### config.mk
export PLATFORM = sky130hd
export DESIGN_NAME = cv32e40px_irq_gen
export DESIGN_NICKNAME = d
export VERILOG_FILES = /design/src/rtl/cv32e40px_pkg.sv /design/src/rtl/cv32e40px_irq_gen_sync.sv /design/src/rtl/cv32e40px_irq_gen.sv
export SDC_FILE = /design/constraint.sdc
export NUM_CORES = 1
export LEC_CHECK = 0
export ABC_AREA = 1
export ABC_CLOCK_PERIOD_IN_PS = 2300
export BUFFER_PORTS_ARGS = -buffer_cell sky130_fd_sc_hd__clkbuf_2
export CAP_MARGIN = 40
export CORE_UTILIZATION = 59
export CTS_BUF_LIST = sky130_fd_sc_hd__clkbuf_8
export DETAILED_ROUTE_END_ITERATION = 10
export GPL_TIMING_DRIVEN = 0
export PLACE_DENSITY = 0.88
export SLEW_MARGIN = 5
export SYNTH_ARGS = -nofsm -noshare
export SYNTH_HDL_FRONTEND = slang
export SYNTH_HIERARCHICAL = 1
export SYNTH_SLANG_ARGS = --single-unit
### constraint.sdc
create_clock -name clk -period 2.3 [get_ports clk]
set_clock_uncertainty 0.05 [all_clocks]
set_input_delay 0.23 -clock clk [delete_from_list [all_inputs] [get_ports clk]]
set_output_delay 0.23 -clock clk [all_outputs]
set_load 0.03 [all_outputs]
### src/rtl/cv32e40px_pkg.sv
// Shared constants and types for the cv32e40px interrupt source unit.
// Register map, default line mask and the bus response bundle.
package cv32e40px_pkg;

  localparam logic [31:0] IRQ_MASK_DEFAULT = 32'hFFFF_0888;

  localparam logic [1:0] IRQ_GEN_ADDR_PENDING = 2'd0;
  localparam logic [1:0] IRQ_GEN_ADDR_CLEAR   = 2'd1;
  localparam logic [1:0] IRQ_GEN_ADDR_ENABLE  = 2'd2;
  localparam logic [1:0] IRQ_GEN_ADDR_MODE    = 2'd3;

  typedef struct packed {
    logic        valid;
    logic [31:0] data;
  } irq_gen_rsp_t;

  function automatic logic [31:0] irq_gen_onehot(
    input logic [4:0] id
  );
    return 32'd1 << id;
  endfunction

endpackage

### src/rtl/cv32e40px_irq_gen_sync.sv
// Two-flop synchronizer for asynchronous event lines.
// Used by cv32e40px_irq_gen when CV32E40PX_IRQ_GEN_SYNC_EN is defined.
module cv32e40px_irq_gen_sync #(
  parameter int unsigned WIDTH = 32
) (
  input  logic             clk,
  input  logic             rst_n,
  input  logic [WIDTH-1:0] d,
  output logic [WIDTH-1:0] q
);

  logic [WIDTH-1:0] meta;

  always_ff @(posedge clk or negedge rst_n) begin
    if (!rst_n) begin
      meta <= '0;
      q    <= '0;
    end else begin
      meta <= d;
      q    <= meta;
    end
  end

endmodule

### src/rtl/cv32e40px_irq_gen.sv
// Interrupt source unit: sticky pending bits, enable mask, ack/sw clear.
// Define CV32E40PX_IRQ_GEN_SYNC_EN to synchronize event_i (asynchronous sources).
module cv32e40px_irq_gen
  import cv32e40px_pkg::*;
#(
  parameter logic [31:0] IRQ_MASK     = IRQ_MASK_DEFAULT,
  parameter logic [31:0] RESET_ENABLE = 32'h0000_0000,
  parameter logic [31:0] RESET_MODE   = 32'hFFFF_FFFF
) (
  input  logic        clk,
  input  logic        rst_n,
  input  logic [31:0] event_i,
  input  logic        irq_ack_i,
  input  logic [4:0]  irq_id_i,
  output logic [31:0] irq_o,
  input  logic        req_i,
  input  logic        we_i,
  input  logic [1:0]  addr_i,
  input  logic [31:0] wdata_i,
  output logic        gnt_o,
  output logic        rvalid_o,
  output logic [31:0] rdata_o
);

  logic [31:0] event_s;
  logic [31:0] event_q;
  logic [31:0] rise;
  logic [31:0] pending_q;
  logic [31:0] pending_d;
  logic [31:0] enable_q;
  logic [31:0] enable_d;
  logic [31:0] mode_q;
  logic [31:0] mode_d;
  logic [31:0] irq_q;
  logic [31:0] swset;
  logic [31:0] swclr;
  logic [31:0] ackclr;
  logic [31:0] rd_mux;
  logic        wr;

  irq_gen_rsp_t rsp_q;
  irq_gen_rsp_t rsp_d;

`ifdef CV32E40PX_IRQ_GEN_SYNC_EN
  cv32e40px_irq_gen_sync #(
    .WIDTH (32)
  ) u_sync (
    .clk   (clk),
    .rst_n (rst_n),
    .d     (event_i),
    .q     (event_s)
  );
`else
  assign event_s = event_i;
`endif

  assign rise = event_s & ~event_q & IRQ_MASK;

  always_comb begin
    wr       = req_i & we_i;
    swset    = '0;
    swclr    = '0;
    enable_d = enable_q;
    mode_d   = mode_q;
    rd_mux   = '0;
    unique case (addr_i)
      IRQ_GEN_ADDR_PENDING: begin
        rd_mux = pending_q;
        if (wr) swset = wdata_i;
      end
      IRQ_GEN_ADDR_CLEAR: begin
        if (wr) swclr = wdata_i;
      end
      IRQ_GEN_ADDR_ENABLE: begin
        rd_mux = enable_q;
        if (wr) enable_d = wdata_i & IRQ_MASK;
      end
      IRQ_GEN_ADDR_MODE: begin
        rd_mux = mode_q;
        if (wr) mode_d = wdata_i & IRQ_MASK;
      end
      default: rd_mux = '0;
    endcase
  end

  always_comb begin
    ackclr = '0;
    if (irq_ack_i) ackclr = mode_q & irq_gen_onehot(irq_id_i);
    // sets are OR-ed in after the clear so they win
    pending_d = ((pending_q & ~(swclr | ackclr)) | rise | swset) & IRQ_MASK;
  end

  always_comb begin
    rsp_d.valid = req_i;
    rsp_d.data  = (req_i && !we_i) ? rd_mux : '0;
  end

  always_ff @(posedge clk or negedge rst_n) begin
    if (!rst_n) begin
      event_q   <= '0;
      pending_q <= '0;
      enable_q  <= RESET_ENABLE & IRQ_MASK;
      mode_q    <= RESET_MODE & IRQ_MASK;
      irq_q     <= '0;
      rsp_q     <= '0;
    end else begin
      event_q   <= event_s;
      pending_q <= pending_d;
      enable_q  <= enable_d;
      mode_q    <= mode_d;
      irq_q     <= pending_d & enable_d;
      rsp_q     <= rsp_d;
    end
  end

  // irq_q mirrors pending_q & enable_q from a single flop per line
  assign irq_o    = irq_q;
  assign gnt_o    = req_i & rst_n;
  assign rvalid_o = rsp_q.valid;
  assign rdata_o  = rsp_q.data;

endmodule

# Word-level counts from Yosys, hierarchy flattened

Index checks and enable logic that the tools add are counted.

Equal/unequal tests: 3
Shift operators: 1
Mux-type cells: 8
Bitwise gates (word level): 11
Reductions and logical operators: 4

Operator list:

| kind                                                                   | count |
|---|---|
| 32-bit two-way mux                                                     | 7 |
| 32-bit bitwise AND                                                     | 4 |
| 32-bit bitwise OR                                                      | 3 |
| 32-bit case mux with 3 select lines                                    | 1 |
| 32-bit inverter                                                        | 2 |
| 1-bit by 5-bit left shift with 32-bit output (first input constant)    | 1 |
| 2-bit equality test (second input constant)                            | 2 |
| 1-bit bitwise AND                                                      | 2 |
| 2-bit by 1-bit equality test with 1-bit output (second input constant) | 1 |
| 2-bit logical NOT                                                      | 1 |
| 2-bit AND reduction                                                    | 1 |
| 1-bit logical AND                                                      | 1 |
| 1-bit logical NOT                                                      | 1 |

Register bits after elaboration: 167
Bits of input ports: 76
Output and inout port bits: 66
Word-level logic and storage cells: 34

# Depth between registers and ports, before layout

Gate-level depths: netlist (run 1).

Depth in word-level cells: 9
Mapped depth: 9
Gate-level depth less buffers: 7

# Worst setup path after synthesis (run 1)

No wires, ideal clock.

Path kind: input-to-reg
Start: in we_i
End: reg irq_q[22] (netlist: irq_o[22])
Library setup time: 125 ps
Data arrival time: 907 ps
Required time: 2125 ps
Slack: 1218 ps
Cell stages on the path: 6
Path buffers: 2
Cell sequence: buf_4 -> buf_4 -> nand3_1 -> nor2_1 -> a21oi_1 -> a21oi_1

Word-level cells in the longest chain between the ends: 9
Elaborated cells on any way between the ends: 12
Classes of those cells: mux (5); bitwise (7)

Ends and longest elaborated chain:

| element                         | line                                             | text |
|---|---|---|
| start: declaration              | cv32e40px_irq_gen.sv:17                          | `input logic we_i,` |
| 1-bit bitwise AND *             | cv32e40px_irq_gen.sv:60                          | `wr = req_i & we_i;` |
| 32-bit two-way mux              | cv32e40px_irq_gen.sv:69, cv32e40px_irq_gen.sv:72 |  |
| 32-bit two-way mux              | cv32e40px_irq_gen.sv:66                          | `unique case (addr_i)` |
| 32-bit bitwise OR               | cv32e40px_irq_gen.sv:90                          | `pending_d = ((pending_q & ~(swclr \| ackclr)) \| rise \| swset) & IRQ_MASK;` |
| 32-bit inverter                 | cv32e40px_irq_gen.sv:90                          |  |
| 32-bit bitwise AND              | cv32e40px_irq_gen.sv:90                          |  |
| 32-bit bitwise OR (2 in series) | cv32e40px_irq_gen.sv:90                          |  |
| 32-bit bitwise AND *            | cv32e40px_irq_gen.sv:111                         | `irq_q <= pending_d & enable_d;` |
| end signal: assignment          | cv32e40px_irq_gen.sv:111                         |  |
| end: declaration                | cv32e40px_irq_gen.sv:34                          | `logic [31:0] irq_q;` |

Every way passes the cells marked *; elsewhere a longest branch is shown, timed or not.
A chain may end at the register's enable or synchronous reset.

# Final worst setup path (run 1)

Start: in rst_n
End: out gnt_o

Word-level cells in the longest chain between the ends: 1

Ends and longest elaborated chain:

| element            | line                     | text |
|---|---|---|
| start: declaration | cv32e40px_irq_gen.sv:11  | `input logic rst_n,` |
| 1-bit bitwise AND  | cv32e40px_irq_gen.sv:118 | `assign gnt_o = req_i & rst_n;` |
| end: declaration   | cv32e40px_irq_gen.sv:20  | `output logic gnt_o,` |

Every way passes these cells.

==> metrics.yaml, run 1 <==
drt_first_iter_violations: 557
global_route_wire_length_before_repair_um: 22200
dp.final_hpwl_um: 8970
postRouteWirelength_um: 14500
io_buffers: 88
unrepaired_setup_endpoints_after_global_routing: "false"
die_area_um2: 9330
gp_congestion: 0.941
cts_tree: "yes"
yosysWarningCount: 6
timing.final.crit_period_ns: 2.00
synth_compound_area_share_pct: 10.7
report.final.slew_viol_count: 0
setup_ws_ns: 0.296
maxSlewHeadroom_pct: 49.7
setup_viol_count_final: 0
hold_violations: 0
vdd_ir_drop_max_uv: 696
achievable-frequency_mhz: 499
postCtsSetupRepairBufs: 0
drt_pass1_iterations: 7
postRouteAntennaNets: 0
die-height_um: 96.6
routed-via-count: 5109
tns_ns: 0
synth-async-reset-ratio_pct: 100
synth_top_cell_area_share_pct: 45.5
initial_antenna_violation_count: 0
sequentialPowerShare_pct: 44.2
postCtsHoldBufs: 37
place_worst_setup_slack_ns: 0.771
area.sequential_um2: 2900
post_cts_resize_count: 0
die_x_um: 96.6
final_layout_size_suffix_gt1_share_pct: 23.6
cts.sink_count: 115
detail_route.drc_violations: 0
end_kind: "output pin"
max_cap_viol_count: 0
n_fill_cell: 557
pin_count_of_the_biggest_net_entering_global_routing: 117
worst_ep_arrival_time_ns: 1.72
drt-wirelength-per-cell_um: 15.5
multi_input_comb_area_um2: 1730
n_antenna_cell: 0
synth_edf_count: 0
timing_worst_slew_pin_value_ns: 0.752
min-delay-path-class: "input port to flop"
fin_total_pwr_w: 0.00552
path_max_fanout: 116
cellInternalPower_w: 0.00378
yosys.area_share.adder_pct: 0
post_synth_simple_gate_area_pct: 20.2
synth.top_cells.by_count: "sky130_fd_sc_hd__nand2_1, sky130_fd_sc_hd__nor2_1, sky130_fd_sc_hd__inv_1"
netlist.top_cell.by_area: "sky130_fd_sc_hd__dfrtp_1"
synth_xor_xnor_area_share_pct: 0
area_added_between_synthesis_and_finish_pct: 28.4
ctsLongestPathBuffers: 2
synth.lib_cells_used.distinct: 23
path_clk_slew_ns: 0.07
gr-total-overflow: 0
cell_area_power_density_nw_per_um2: 814
period_share_pct: 87.1
power_switching_w: 0.00174
fp.coreArea_um2: 8680
portion_of_netlist_area_occupied_by_mux_cells_pct: 0
synth_top_cells_by_area: "sky130_fd_sc_hd__dfrtp_1, sky130_fd_sc_hd__dfstp_2, sky130_fd_sc_hd__nand2_1"
htree_levels: 4
synth-seq-area-share_pct: 55.0
cts_root_buf: "sky130_fd_sc_hd__clkbuf_8"
ys_dominant_reg_cell: "sky130_fd_sc_hd__dfrtp_1"
leakagePower_nw: 3.70
clock_latency_ns: 0.44
cp.required_ns: 2.02
post_synth_inst_count: 643
cts-buffers-inserted: 17
power_share_of_the_clock_group_pct: 36.4
startpoint_type: "input port"
main_combinational_cell_family_by_area_after_synthesis: "simple AND/OR/NAND/NOR gates"
syn-mean-instance-area_um2: 8.21
crit_type: "input port to output pin"
pin_count: 142
post-synth-top-count-cell: "sky130_fd_sc_hd__nand2_1"
grtUsageTotal_pct: 32.5
combinational_cell_fraction_of_total_power_pct: 19.4
yosys_register_bits: 115
post_synthesis_cell_area_um2: 5280
fp-row-count: 34
drt-vias-per-instance: 5.47
starting_density_of_the_core_pct: 60.8
grt_pass1_vias: 4676
status: "finished clean"
fin_nets: 889
sw_frac_of_total_pct: 31.5
==> placed cells by master, fill, tap and decap left out <==
cell type                       count
sky130_fd_sc_hd__nand2_1          129
sky130_fd_sc_hd__nor2_1           102
sky130_fd_sc_hd__clkinv_4           1
sky130_fd_sc_hd__dfrtp_1           96
sky130_fd_sc_hd__o21ai_0           14
sky130_fd_sc_hd__clkbuf_2          87
sky130_fd_sc_hd__a21oi_2            1
sky130_fd_sc_hd__nor2_2             1
sky130_fd_sc_hd__clkbuf_1           1
sky130_fd_sc_hd__o21ai_1           29
sky130_fd_sc_hd__inv_2              4
sky130_fd_sc_hd__clkinvlp_4         7
sky130_fd_sc_hd__buf_2              6
sky130_fd_sc_hd__nand2_2            1
sky130_fd_sc_hd__conb_1            26
sky130_fd_sc_hd__nand3_1           33
sky130_fd_sc_hd__buf_16             1
sky130_fd_sc_hd__a22oi_1            1
sky130_fd_sc_hd__dfstp_2           19
sky130_fd_sc_hd__bufinv_16          3
sky130_fd_sc_hd__inv_1            100
sky130_fd_sc_hd__o211ai_1           7
sky130_fd_sc_hd__o21ai_2            1
sky130_fd_sc_hd__buf_4             35
sky130_fd_sc_hd__dlygate4sd3_1     37
sky130_fd_sc_hd__nor3_1             2
sky130_fd_sc_hd__inv_6              3
sky130_fd_sc_hd__nor2_4             1
sky130_fd_sc_hd__clkbuf_8          19
sky130_fd_sc_hd__a21oi_1           54
sky130_fd_sc_hd__buf_6              5
==> worst max-delay path, stage by stage <==
cell,delay [ns]
sky130_fd_sc_hd__dlygate4sd3_1,0.54
sky130_fd_sc_hd__clkbuf_8,0.14
sky130_fd_sc_hd__buf_16,0.42
sky130_fd_sc_hd__nand2_1,0.11
sky130_fd_sc_hd__inv_1,0.06
sky130_fd_sc_hd__clkbuf_2,0.19
==> per-stage QoR <==
stage	utilization [%]	area, um^2	instances	hold WS [ns]
after floorplan	-	5370	668	-0.116
after global placement	68.5	5950	864	0.304
after detailed placement	68.9	5980	865	0.299
after CTS	78.1	6780	934	0.000441
after global routing	78.1	6780	934	0.0385
final	78.1	6780	934	0.0170
==> registers in the layout, indices dropped and copies added, names as in the netlist <==
| name | flops |
|---|---|
| mode_q | 19 |
| pending_q | 19 |
| event_q | 19 |
| rvalid_o | 1 |
| enable_q | 19 |
| irq_o | 19 |
| rdata_o | 19 |
==> final cells by class <==
cell class | instances | area share [%]
flip-flops and latches | 115 | 42.8
multi-input cells | 402 | 25.5
repair buffers | 126 | 12.5
inverters | 104 | 5.76
plain buffers | 47 | 5.20
clock buffers | 18 | 3.65
clock inverters | 14 | 2.62
well taps | 108 | 1.99
==> power groups by stage <==
stage          logic, W  registers [W]  clock network [W]
6_report        0.00107        0.00244            0.00201
5_1_grt         0.00117        0.00246            0.00210
4_1_cts         0.00105        0.00243            0.00201
3_5_place_dp   0.000980        0.00247                  0
3_3_place_gp   0.000943        0.00245                  0
2_1_floorplan  0.000499        0.00262                  0
==> worst paths after layout <==
path / startpoint / endpoint / slack [ns] / cells after the start
min reg2reg: enable_q[3]$_DFF_PN0_ / enable_q[3]$_DFF_PN0_ / 0.46 / 2
min in group asynchronous: rst_n / rdata_o[28]$_DFF_PN0_ / 0.37 / 3
max in group asynchronous: rst_n / mode_q[7]$_DFFE_PN1P_ / 1.42 / 3
min: wdata_i[22] / mode_q[22]$_DFFE_PN1P_ / 0.02 / 3
max: rst_n / gnt_o / 0.30 / 6
max reg2reg: mode_q[19]$_DFFE_PN1P_ / irq_o[19]$_DFF_PN0_ / 1.13 / 5
==> kinds of logic after synthesis <==
group	count (synthesis)
flip-flops	115
AO/OA/AOI/OAI	107
buffers and inverters	151
other	1
AND/OR/NAND/NOR	269
==> per-layer routing <==
metal	GRT usage, %	vias up	share of wire [%]
met5	0	-	0
met4	19.2	0	4.9
met3	9.55	92	10
met2	52.3	384	47
met1	38.8	2361	37
li1	-	2272	-
Note: power is estimated with default switching activity, not from simulation.
==> inputs of run 2 (changes only) <==
--- a/config.mk
+++ b/config.mk
@@ -9,6 +9,7 @@
 export ABC_CLOCK_PERIOD_IN_PS = 2300
 export BUFFER_PORTS_ARGS = -buffer_cell sky130_fd_sc_hd__clkbuf_2
 export CAP_MARGIN = 40
+export CORE_ASPECT_RATIO = 0.6
 export CORE_UTILIZATION = 59
 export CTS_BUF_LIST = sky130_fd_sc_hd__clkbuf_8
 export DETAILED_ROUTE_END_ITERATION = 10
==> run 2 against run 1 <==
Effect of this change:
- combinational power is essentially flat
- critical endpoint unchanged
- cell count grew 0.32%
- via count shrank 2.9%
- largest power group unchanged
- die area grew 0.13%
- global-route usage grew 1.5 points
==> metrics.yaml, run 2 (same netlist as run 1, synthesis figures left out) <==
status: "finished clean"
drt_first_iter_violations: 631  # +13%
end_kind: "output pin"
period_share_pct: 80.2  # -6.9 points
multi_input_comb_area_um2: 1730  # unchanged
postRouteAntennaNets: 0  # unchanged
most-common-layout-cells: "sky130_fd_sc_hd__nand2_1, sky130_fd_sc_hd__inv_1, sky130_fd_sc_hd__nor2_1"
cts-buffers-inserted: 17  # unchanged
routed-via-count: 4961  # -2.9%
die_area_um2: 9340  # +0.13%
unrepaired_setup_endpoints_after_global_routing: "false"
n_antenna_cell: 0  # unchanged
min-delay-path-class: "input port to flop"
drt-vias-per-instance: 5.29  # -3.2%
fp.coreArea_um2: 8590  # -1.0%
cp.required_ns: 2.02  # about the same
grtUsageTotal_pct: 34.1  # +1.5 points
initial_antenna_violation_count: 0  # unchanged
max_cap_viol_count: 0  # unchanged
area.sequential_um2: 2900  # unchanged
drt_pass1_iterations: 6  # -1
path_max_fanout: 54  # -53%
fp-row-count: 26  # -24%
instances_no_fill: 937  # +0.32%
io_buffers: 88  # unchanged
cts_root_buf: "sky130_fd_sc_hd__clkbuf_8"
htree_levels: 4  # unchanged
timing.final.crit_period_ns: 1.84  # -0.160 ns
vdd_ir_drop_max_uv: 468  # -33%
maxSlewHeadroom_pct: 46.5  # -3.2 points
hold_violations: 0  # unchanged
achievable-frequency_mhz: 542  # +8.7%
starting_density_of_the_core_pct: 61.5  # +0.64 points
detail_route.drc_violations: 0  # unchanged
cts_tree: "yes"
leakagePower_nw: 3.74  # +0.94%
fin_nets: 888  # -0.11%
placedCellCount: 869  # +0.46%
holdWs_ns: 0.00576  # -0.0113 ns
die-height_um: 75.3  # -22%
area_added_between_synthesis_and_finish_pct: 28.0
report.final.slew_viol_count: 0  # unchanged
pin_count: 142  # unchanged
startpoint_type: "input port"
final_layout_size_suffix_gt1_share_pct: 22.9  # -0.70 points
number_of_cells_on_the_worst_hold_path: 3  # unchanged
global_route_wire_length_before_repair_um: 23000  # +3.7%
ctsLongestPathBuffers: 2  # unchanged
timing_worst_slew_pin_value_ns: 0.799  # +0.0474 ns
drt-wirelength-per-cell_um: 15.6  # +0.69%
gr-total-overflow: 0  # unchanged
path_clk_slew_ns: 0.07  # about the same
worst_ep_arrival_time_ns: 1.56  # -0.16 ns
crit_type: "input port to output pin"
worstRegToRegCells: 5  # unchanged
postCtsSetupRepairBufs: 0  # unchanged
gp_congestion: 0.884  # -6.1%
pin_count_of_the_biggest_net_entering_global_routing: 64  # -45%
final_core_utilization_pct: 78.6  # +0.51 points
die_x_um: 124  # +28%
cell_area_power_density_nw_per_um2: 800  # -1.8%
most_common_cell_after_layout_fill_and_taps_aside: "sky130_fd_sc_hd__nand2_1"
n_fill_cell: 553  # -0.72%
setup_viol_count_final: 0  # unchanged
postRouteWirelength_um: 14600  # +1.0%
cts.sink_count: 115  # unchanged
dp.final_hpwl_um: 9650  # +7.5%
clock_latency_ns: 0.44  # about the same
grt_pass1_vias: 4939  # +5.6%
## run 2: changes by cell type in the layout (fill, tap and decap cells not counted), sizes merged
cell and change:
inv +3, bufinv -1, clkbuf +5, clkinvlp -7
dlygate4sd3 -1
## run 2: final cells by class
cell class                 instances  share of cell area [%]
sequential                       115                    43.0
multi-input combinational        402                    25.6
timing repair buffer             125                    12.4
inverter                         104                    5.78
buffer                            47                    5.23
clock buffer                      23                    4.69
tap                              112                    2.08
clock inverter                     9                    1.30
## run 2: worst paths after layout
path,startpoint,endpoint,slack (ns)
worst min register to register,mode_q[25]$_DFFE_PN1P_,mode_q[25]$_DFFE_PN1P_,0.45
worst max-delay path,rst_n,gnt_o,0.46
min in group asynchronous,rst_n,rdata_o[21]$_DFF_PN0_,0.26
worst max register to register,mode_q[3]$_DFFE_PN1P_,irq_o[3]$_DFF_PN0_,1.07
max in group asynchronous,rst_n,mode_q[18]$_DFFE_PN1P_,1.25
worst min-delay path,wdata_i[20],mode_q[20]$_DFFE_PN1P_,0.006
## run 2: where the power goes
group | switching (W) | total [W] | leakage [nW] | internal [W]
clock network | 0.000779 | 0.00189 | 0.230 | 0.00111
registers | 0.000113 | 0.00244 | 1.35 | 0.00233
logic | 0.000722 | 0.00107 | 2.16 | 0.000345
## run 2: critical path: stages
cell	delay (ns)
sky130_fd_sc_hd__dlygate4sd3_1	0.55
sky130_fd_sc_hd__clkbuf_8	0.39
sky130_fd_sc_hd__nand2_1	0.09
sky130_fd_sc_hd__inv_1	0.06
sky130_fd_sc_hd__clkbuf_2	0.19
## run 2: per-layer routing
layer	track usage, %	part of all wire, %	wire (um)
met5	0.521	0	0
met2	52.4	45	6610
met1	42.6	38	5620
met4	18.4	4.0	583
met3	12.3	12	1800
## run 2: what timing repair did
| action | 4_1_cts | 5_1_grt |
|---|---|---|
| resized for setup | 0 | 0 |
| endpoints found under the hold margin | 91 | 0 |
| hold buffers | 36 | 0 |
| setup endpoints to repair | 0 | 0 |
## run 2: stage by stage
stage | worst slack, ns | instance area [um^2] | TNS [ns] | power (W)
after floorplan | 1.22 | 5370 | 0 | 0.00312
after global placement | -0.746 | 5950 | -58.33 | 0.00340
after detailed placement | 0.789 | 5990 | 0 | 0.00346
after CTS | 0.446 | 6750 | 0 | 0.00538
after global routing | 0.342 | 6750 | 0 | 0.00563
final | 0.456 | 6750 | 0 | 0.00540
